<file path="src/rtl/bp_update_queue.sv">
// Branch resolution queue: flags mispredicts with a registered redirect and
// buffers resolved branches to train the BHT one per cycle. Optional perf counters: BP_PERF_CNT_EN.
module bp_update_queue #(
   parameter int DEPTH = 4
) (
   input  logic        clk,
   input  logic        resetn,
   input  logic        ex_valid,
   input  logic [31:0] ex_pc,
   input  logic [31:0] ex_target,
   input  logic        ex_taken,
   input  logic        ex_pred_taken,
   input  logic [31:0] ex_pred_pc,
   output logic        ex_stall,
   output logic        redirect_valid,
   output logic [31:0] redirect_pc,
   input  logic        upd_freeze,
   output logic        is_write,
   output logic [31:0] executed_branch_pc,
   output logic [31:0] dest_pc,
   output logic        is_taken,
`ifdef BP_PERF_CNT_EN
   output logic [31:0] perf_branch_cnt,
   output logic [31:0] perf_mispred_cnt,
`endif
   output logic        upd_valid
);

   localparam int PTR_BITS = $clog2(DEPTH);
   localparam logic [PTR_BITS:0]   FULL_CNT = (PTR_BITS + 1)'(DEPTH);
   localparam logic [PTR_BITS:0]   CNT_ONE  = (PTR_BITS + 1)'(1);
   localparam logic [PTR_BITS-1:0] PTR_ONE  = PTR_BITS'(1);

   typedef struct packed {
      logic [31:0] pc;
      logic [31:0] target;
      logic        taken;
      logic        alloc;
   } entry_t;

   entry_t              r_mem [DEPTH];
   logic [PTR_BITS-1:0] r_wr_ptr;
   logic [PTR_BITS-1:0] r_rd_ptr;
   logic [PTR_BITS:0]   r_count;
   logic                r_redir_valid;
   logic [31:0]         r_redir_pc;

   entry_t      w_head;
   entry_t      w_new;
   logic        w_nempty;
   logic        w_deq;
   logic        w_enq;
   logic        w_mis;
   logic [31:0] w_redir_pc;

   always_comb begin
      w_head     = r_mem[r_rd_ptr];
      w_nempty   = (r_count != '0);
      w_deq      = w_nempty && !upd_freeze;
      // A full queue still accepts when the head leaves on the same edge.
      ex_stall   = (r_count == FULL_CNT) && !w_deq;
      w_enq      = ex_valid && !ex_stall;
      w_mis      = (ex_taken != ex_pred_taken) ||
                   (ex_taken && ex_pred_taken && (ex_pred_pc != ex_target));
      w_redir_pc = ex_taken ? ex_target : (ex_pc + 32'd4);
      // Only taken branches allocate; not-taken ones just train existing entries.
      w_new.pc     = ex_pc;
      w_new.target = ex_target;
      w_new.taken  = ex_taken;
      w_new.alloc  = ex_taken;
   end

   always_ff @(posedge clk) begin
      if (w_enq) r_mem[r_wr_ptr] <= w_new;
   end

   always_ff @(posedge clk or negedge resetn) begin
      if (!resetn) begin
         r_wr_ptr <= '0;
         r_rd_ptr <= '0;
         r_count  <= '0;
      end else begin
         if (w_enq) r_wr_ptr <= r_wr_ptr + PTR_ONE;
         if (w_deq) r_rd_ptr <= r_rd_ptr + PTR_ONE;
         case ({w_enq, w_deq})
            2'b10:   r_count <= r_count + CNT_ONE;
            2'b01:   r_count <= r_count - CNT_ONE;
            default: r_count <= r_count;
         endcase
      end
   end

   // Redirect is a one-cycle pulse; the queue is never flushed by it.
   always_ff @(posedge clk or negedge resetn) begin
      if (!resetn) begin
         r_redir_valid <= 1'b0;
         r_redir_pc    <= 32'h0;
      end else begin
         r_redir_valid <= w_enq && w_mis;
         if (w_enq) r_redir_pc <= w_redir_pc;
      end
   end

`ifdef BP_PERF_CNT_EN
   logic [31:0] r_br_cnt;
   logic [31:0] r_mis_cnt;

   always_ff @(posedge clk or negedge resetn) begin
      if (!resetn) begin
         r_br_cnt  <= '0;
         r_mis_cnt <= '0;
      end else begin
         if (w_enq && (r_br_cnt != 32'hFFFF_FFFF))
            r_br_cnt <= r_br_cnt + 32'd1;
         if (w_enq && w_mis && (r_mis_cnt != 32'hFFFF_FFFF))
            r_mis_cnt <= r_mis_cnt + 32'd1;
      end
   end

   assign perf_branch_cnt  = r_br_cnt;
   assign perf_mispred_cnt = r_mis_cnt;
`endif

   // Head fields read as zero when empty so nothing stale leaks after reset.
   assign redirect_valid     = r_redir_valid;
   assign redirect_pc        = r_redir_pc;
   assign upd_valid          = w_deq;
   assign is_write           = w_deq && w_head.alloc;
   assign is_taken           = w_nempty && w_head.taken;
   assign executed_branch_pc = w_nempty ? w_head.pc : 32'h0;
   assign dest_pc            = w_nempty ? w_head.target : 32'h0;

endmodule
</file>
<file path="config.mk">
export PLATFORM = sky130hd
export DESIGN_NAME = bp_update_queue
export DESIGN_NICKNAME = d
export VERILOG_FILES = /design/src/rtl/bp_update_queue.sv
export SDC_FILE = /design/constraint.sdc
export NUM_CORES = 1
export LEC_CHECK = 0
export CAP_MARGIN = 10
export CORE_UTILIZATION = 54
export DETAILED_ROUTE_END_ITERATION = 16
export HOLD_SLACK_MARGIN = 0.1
export PLACE_DENSITY_LB_ADDON = 0.1
export SLEW_MARGIN = 30
export SYNTH_ARGS = -nofsm -noshare
export SYNTH_HDL_FRONTEND = slang
export SYNTH_SLANG_ARGS = --single-unit
</file>
<file path="constraint.sdc">
create_clock -name clk -period 4.6 [get_ports clk]
set_clock_uncertainty 0.2 [all_clocks]
set_input_delay 0.92 -clock clk [delete_from_list [all_inputs] [get_ports clk]]
set_output_delay 0.92 -clock clk [all_outputs]
set_load 0.02 [all_outputs]
</file>
Yosys cells after proc, flatten, opt, wreduce, memory -nomap -nowiden
Memories as Yosys holds them, arrays and structs flattened.
Cells that the tools add are included.
Word-level totals
  bits in latches: 0
  word-level logic and storage cells: 36
  bits in registers: 40
  output and inout port bits: 101
  input port bits: 102
  memory bits (read-only): 0
  memories kept: 1
  bits in writable memories: 264
Operators by class
  $add $sub $neg: 5
  shifts and indexed selects: 0
  multipliers: 0
  magnitude comparators: 0
  multiplexer cells: 6
  bitwise gates (word level): 0
  eq/ne operators: 5
  div/mod/pow operators: 0
  reduce and logical (&&, ||, !) cells: 14
Memories
  r_mem: words 4, bits a word 66, read ports 1, clocked after memory_dff 0, write ports 1, line 41  | entry_t r_mem [DEPTH];
Operators with widths (number)
  $mux W32: 3
  $add A32 B3 Y32 const B: 1
  $ne A32 B32 Y1: 1
  $logic_and A1 B1 Y1: 8
  $pmux W3 S2: 1
  $add A2 B1 Y2 const B: 2
  $add A3 B1 Y3 const B: 1
  $eq A3 B3 Y1 const B: 1
  $logic_not A1 Y1: 3
  $reduce_bool A3 Y1: 1
  $sub A3 B1 Y3 const B: 1
  $eq A2 B1 Y1 const B: 1
  $eq A2 B2 Y1 const B: 1
  $mux W1: 2
  $reduce_bool A2 Y1: 1
  $logic_or A1 B1 Y1: 1
  $ne A1 B1 Y1: 1

Depth between registers and ports, before layout
  depth after elaboration: 8
  gate-level depth with buffers: 7
  gate-level depth less buffers: 7

Worst setup path before layout
OpenSTA, ideal clock, no wires.
  path kind: input to register
  from: in upd_freeze
  to: mem r_mem[0][10] (netlist bit) (enable)
  path slack: 0.649 ns
  path buffers: 2
  library setup time: 0.430 ns
  data required time: 3.970 ns
  arrival time: 3.321 ns
  stages on the path: 5
  cells stage by stage: and4bb_2 nor2b_1 buf_2 buf_1 and2_1
On the way
  cells in the longest elaborated chain, start to end: 8
RTL lines
  start, declared: line 17  | input logic upd_freeze,
  $logic_not A1 Y1: line 59  | w_deq = w_nempty && !upd_freeze;
  $logic_and A1 B1 Y1: line 59
  $logic_not A1 Y1: line 61  | ex_stall = (r_count == FULL_CNT) && !w_deq;
  $logic_and A1 B1 Y1: line 61
  $logic_not A1 Y1: line 62  | w_enq = ex_valid && !ex_stall;
  $logic_and A1 B1 Y1: line 62
  $mux W1: line 74  | if (w_enq) r_mem[r_wr_ptr] <= w_new;
  $mux W1 (not written as such): line 74
  end, declared: line 41
No other way between the ends.

Final worst setup path
  from: reg r_rd_ptr[0]
  to: out dest_pc[17]
On the way
  cells in the longest elaborated chain, start to end: 2
RTL lines
  start, declared: line 43  | logic [PTR_BITS-1:0] r_rd_ptr;
  start signal, assigned: line 84  | if (w_deq) r_rd_ptr <= r_rd_ptr + PTR_ONE;
  $mem_v2 Z4 W66
  $mux W32: line 131  | assign dest_pc = w_nempty ? w_head.target : 32'h0;
  end, declared: line 20  | output logic [31:0] dest_pc,
No other way between the ends.

==> flow_metrics.tcl <==
set metrics [dict create \
    rsz0062_at_grt "false" \
    syn_to_final_growth_pct 27.6 \
    synth_warnings 0 \
    timing.fmax_mhz 248 \
    clk_latency_ns 0.54 \
    wl_met2_um 15200 \
    drtPass1Iterations 5 \
    finalNetCount 1053 \
    dieArea_um2 23900 \
    post_cts_buffers 0 \
    synthTopCellsByArea "edfxtp_1 62%, mux4_2 12%, dfrtp_1 7.9%" \
    clock-sinks 300 \
    grt_util_all_layers_pct 25.8 \
    maxCapViolCount 0 \
    antenna_cells 0 \
    p_per_area_nw_per_um2 630 \
    yosysSeqAreaShare_pct 69.9 \
    cp.required_ns 3.48 \
    place_ws_ns 1.01 \
    slew_headroom_pct 41.5 \
    top_layer_used "met4" \
    ys_types 39 \
    ctsRootBufferMaster "clkbuf_16" \
    drtAntennaViolNets 0 \
    tritoncts "yes" \
    drive_gt1_share_pct 15.6 \
    stdcell_count 1279 \
    drtIter0Drc 459 \
    pin_count 203 \
    grt_overflow_total 0 \
    tightest_slew_ns 0.878 \
    grt_pass1_vias 7604 \
    ys_ff_latch 300 \
    cp-start-kind "flip-flop" \
    worstPathArrival_ns 2.92 \
    grt_pass1_wl_um 45500 \
    wirelength_um 29800 \
    status "finished clean" \
    dpl.hpwl_um 20100 \
    timing.setup.tns_ns 0 \
    min_period_over_period_pct 87.8 \
    vias_per_cell 5.72 \
    grt_max_degree 66 \
    dieWidth_um 155 \
    dp.cells 1225 \
    hold_viol_final 0 \
    power.leakage_nw 5.50 \
    core_um2 22800 \
    cts_hold_buf 0 \
    antenna_found_initial 0 \
    crit_type "flip-flop to primary output" \
    ys.flop_type "edfxtp_1" \
    setup.worst_path.end_class "primary output" \
    die_h_um 155 \
    ctsResizeCount 0 \
    dr_total_vias 7312 \
    finalSetupViolCount 0 \
    wl_per_cell_um 23.3 \
    synth_edf_count 260 \
    synth_most_common_cell "edfxtp_1" \
    h-tree-depth 1 \
    postSynth.asyncResetShare_pct 13.3 \
    rows 55 \
    cts.clk_slew.worst_paths_ns 0.06 \
    synth_top_area_share_pct 62.0 \
    setup_ws_ns 0.563 \
    crit_fanout 26 \
    yosysTopAreaCell "edfxtp_1" \
    hp-class "primary input to async pin" \
    syn_area_per_cell_um2 17.3 \
    finalMaxSlewViolations 0 \
    period_minus_slack_ns 4.04 \
    io_buffers 202 \
    synthCells 728 \
    wl_met1_um 12300 \
    cts_buffer_depth 3 \
    dr_wl_met3_um 1580 \
    cts_buffers 30 \
    yosys-top-cells-count "260 x edfxtp_1, 68 x nor2b_1, 65 x mux4_2" \
    peakVddDrop_mv 0.435 \
    drc 0 \
    start_util_pct 55.3 \
    synth.net_count 837 \
    gp_congestion 0.845 \
    netlist_area_um2 12600 \
]
routing by layer:
| layer | global-route usage [%] | up-vias |
|---|---|---|
| li1 | - | 3251 |
| met1 | 34.7 | 3781 |
| met2 | 44.1 | 238 |
| met3 | 4.37 | 42 |
| met4 | 6.69 | 0 |
| met5 | 0 | - |
power breakdown:
group          total (W)  internal (W)  switching [W]
clock            0.00241       0.00144       0.000969
combinational    0.00389       0.00194        0.00195
sequential       0.00383       0.00355       0.000273
total             0.0101       0.00693        0.00319
path summary, 6_finish.rpt:
check	cells past startpoint	from	endpoint	slack (ns)
worst max register to register	5	r_count[2]$_DFFE_PN0P_	redirect_pc[14]$_DFFE_PN0P_	2.15
worst min-delay path	1	resetn	redirect_pc[27]$_DFFE_PN0P_	0.17
max in group asynchronous	1	resetn	r_rd_ptr[0]$_DFFE_PN0N_	3.62
worst max-delay path	4	r_rd_ptr[0]$_DFFE_PN0N_	dest_pc[17]	0.56
min in group clk	2	redirect_pc[5]$_DFFE_PN0P_	redirect_pc[5]$_DFFE_PN0P_	0.28
worst min register to register	2	redirect_pc[5]$_DFFE_PN0P_	redirect_pc[5]$_DFFE_PN0P_	0.28
layout by cell type (no fill, tap or decap), types with 4 or more instances in the layout:
cell type and instances:
a21oi_1 23, and2_2 4, and3_1 6, buf_12 8
buf_4 11, bufinv_16 4, clkbuf_16 31, clkdlybuf4s50_1 200
clkinv_1 6, clkinv_2 9, dfrtp_1 38, edfxtp_1 260
ha_1 6, inv_1 6, mux2i_1 11, mux4_2 65
nand2_1 22, nand3_1 16, nand4_1 9, nor2_1 26
nor2b_1 67, nor3_2 6, nor4_1 8, o21ai_0 16
o22ai_1 14, xnor2_1 14, xor2_1 50
sequential cells by signal, indices dropped and copies added, names as in the netlist:
name            flops
r_rd_ptr            2
redirect_valid      1
r_mem             260
redirect_pc        32
r_count             3
r_wr_ptr            2
cells by family (layout without fill, tap and decap cells):
kind of cell,Yosys count,count (layout),synth area share (%)
buf+inv,42,280,1.45
flops,300,300,69.9
xor+xnor,64,64,4.45
simple gates,180,180,8.26
mux,76,76,12.5
fa+ha+maj,7,7,0.755
compound gates,59,59,2.68
layout make-up:
cell class | count | area (um^2)
sequential | 300 | 8810
fill | 1487 | 6700
multi-input combinational | 386 | 3620
timing repair buffer | 220 | 2250
clock buffer | 34 | 787
tap | 313 | 392
clock inverter | 20 | 196
inverter | 6 | 22.5
worst max-delay path, cell delays in order (launching register included):
cell	delay (ns)
dfrtp_4	0.78
buf_4	0.36
mux4_2	0.54
nor2b_1	0.15
clkdlybuf4s50_1	0.54
per-stage QoR:
step / cell area, um^2 / util, % / hold WS (ns) / power (W)
floorplan: 12600 / - / 0.262 / 0.00605
finish: 16100 / 70.6 / 0.168 / 0.0101
detailed placement: 15100 / 66.3 / 0.269 / 0.00781
CTS: 16100 / 70.6 / 0.283 / 0.0102
global placement: 15100 / 66.3 / 0.266 / 0.00773
global route: 16100 / 70.6 / 0.193 / 0.0106
No activity file was read; power rests on OpenSTA's default activity.
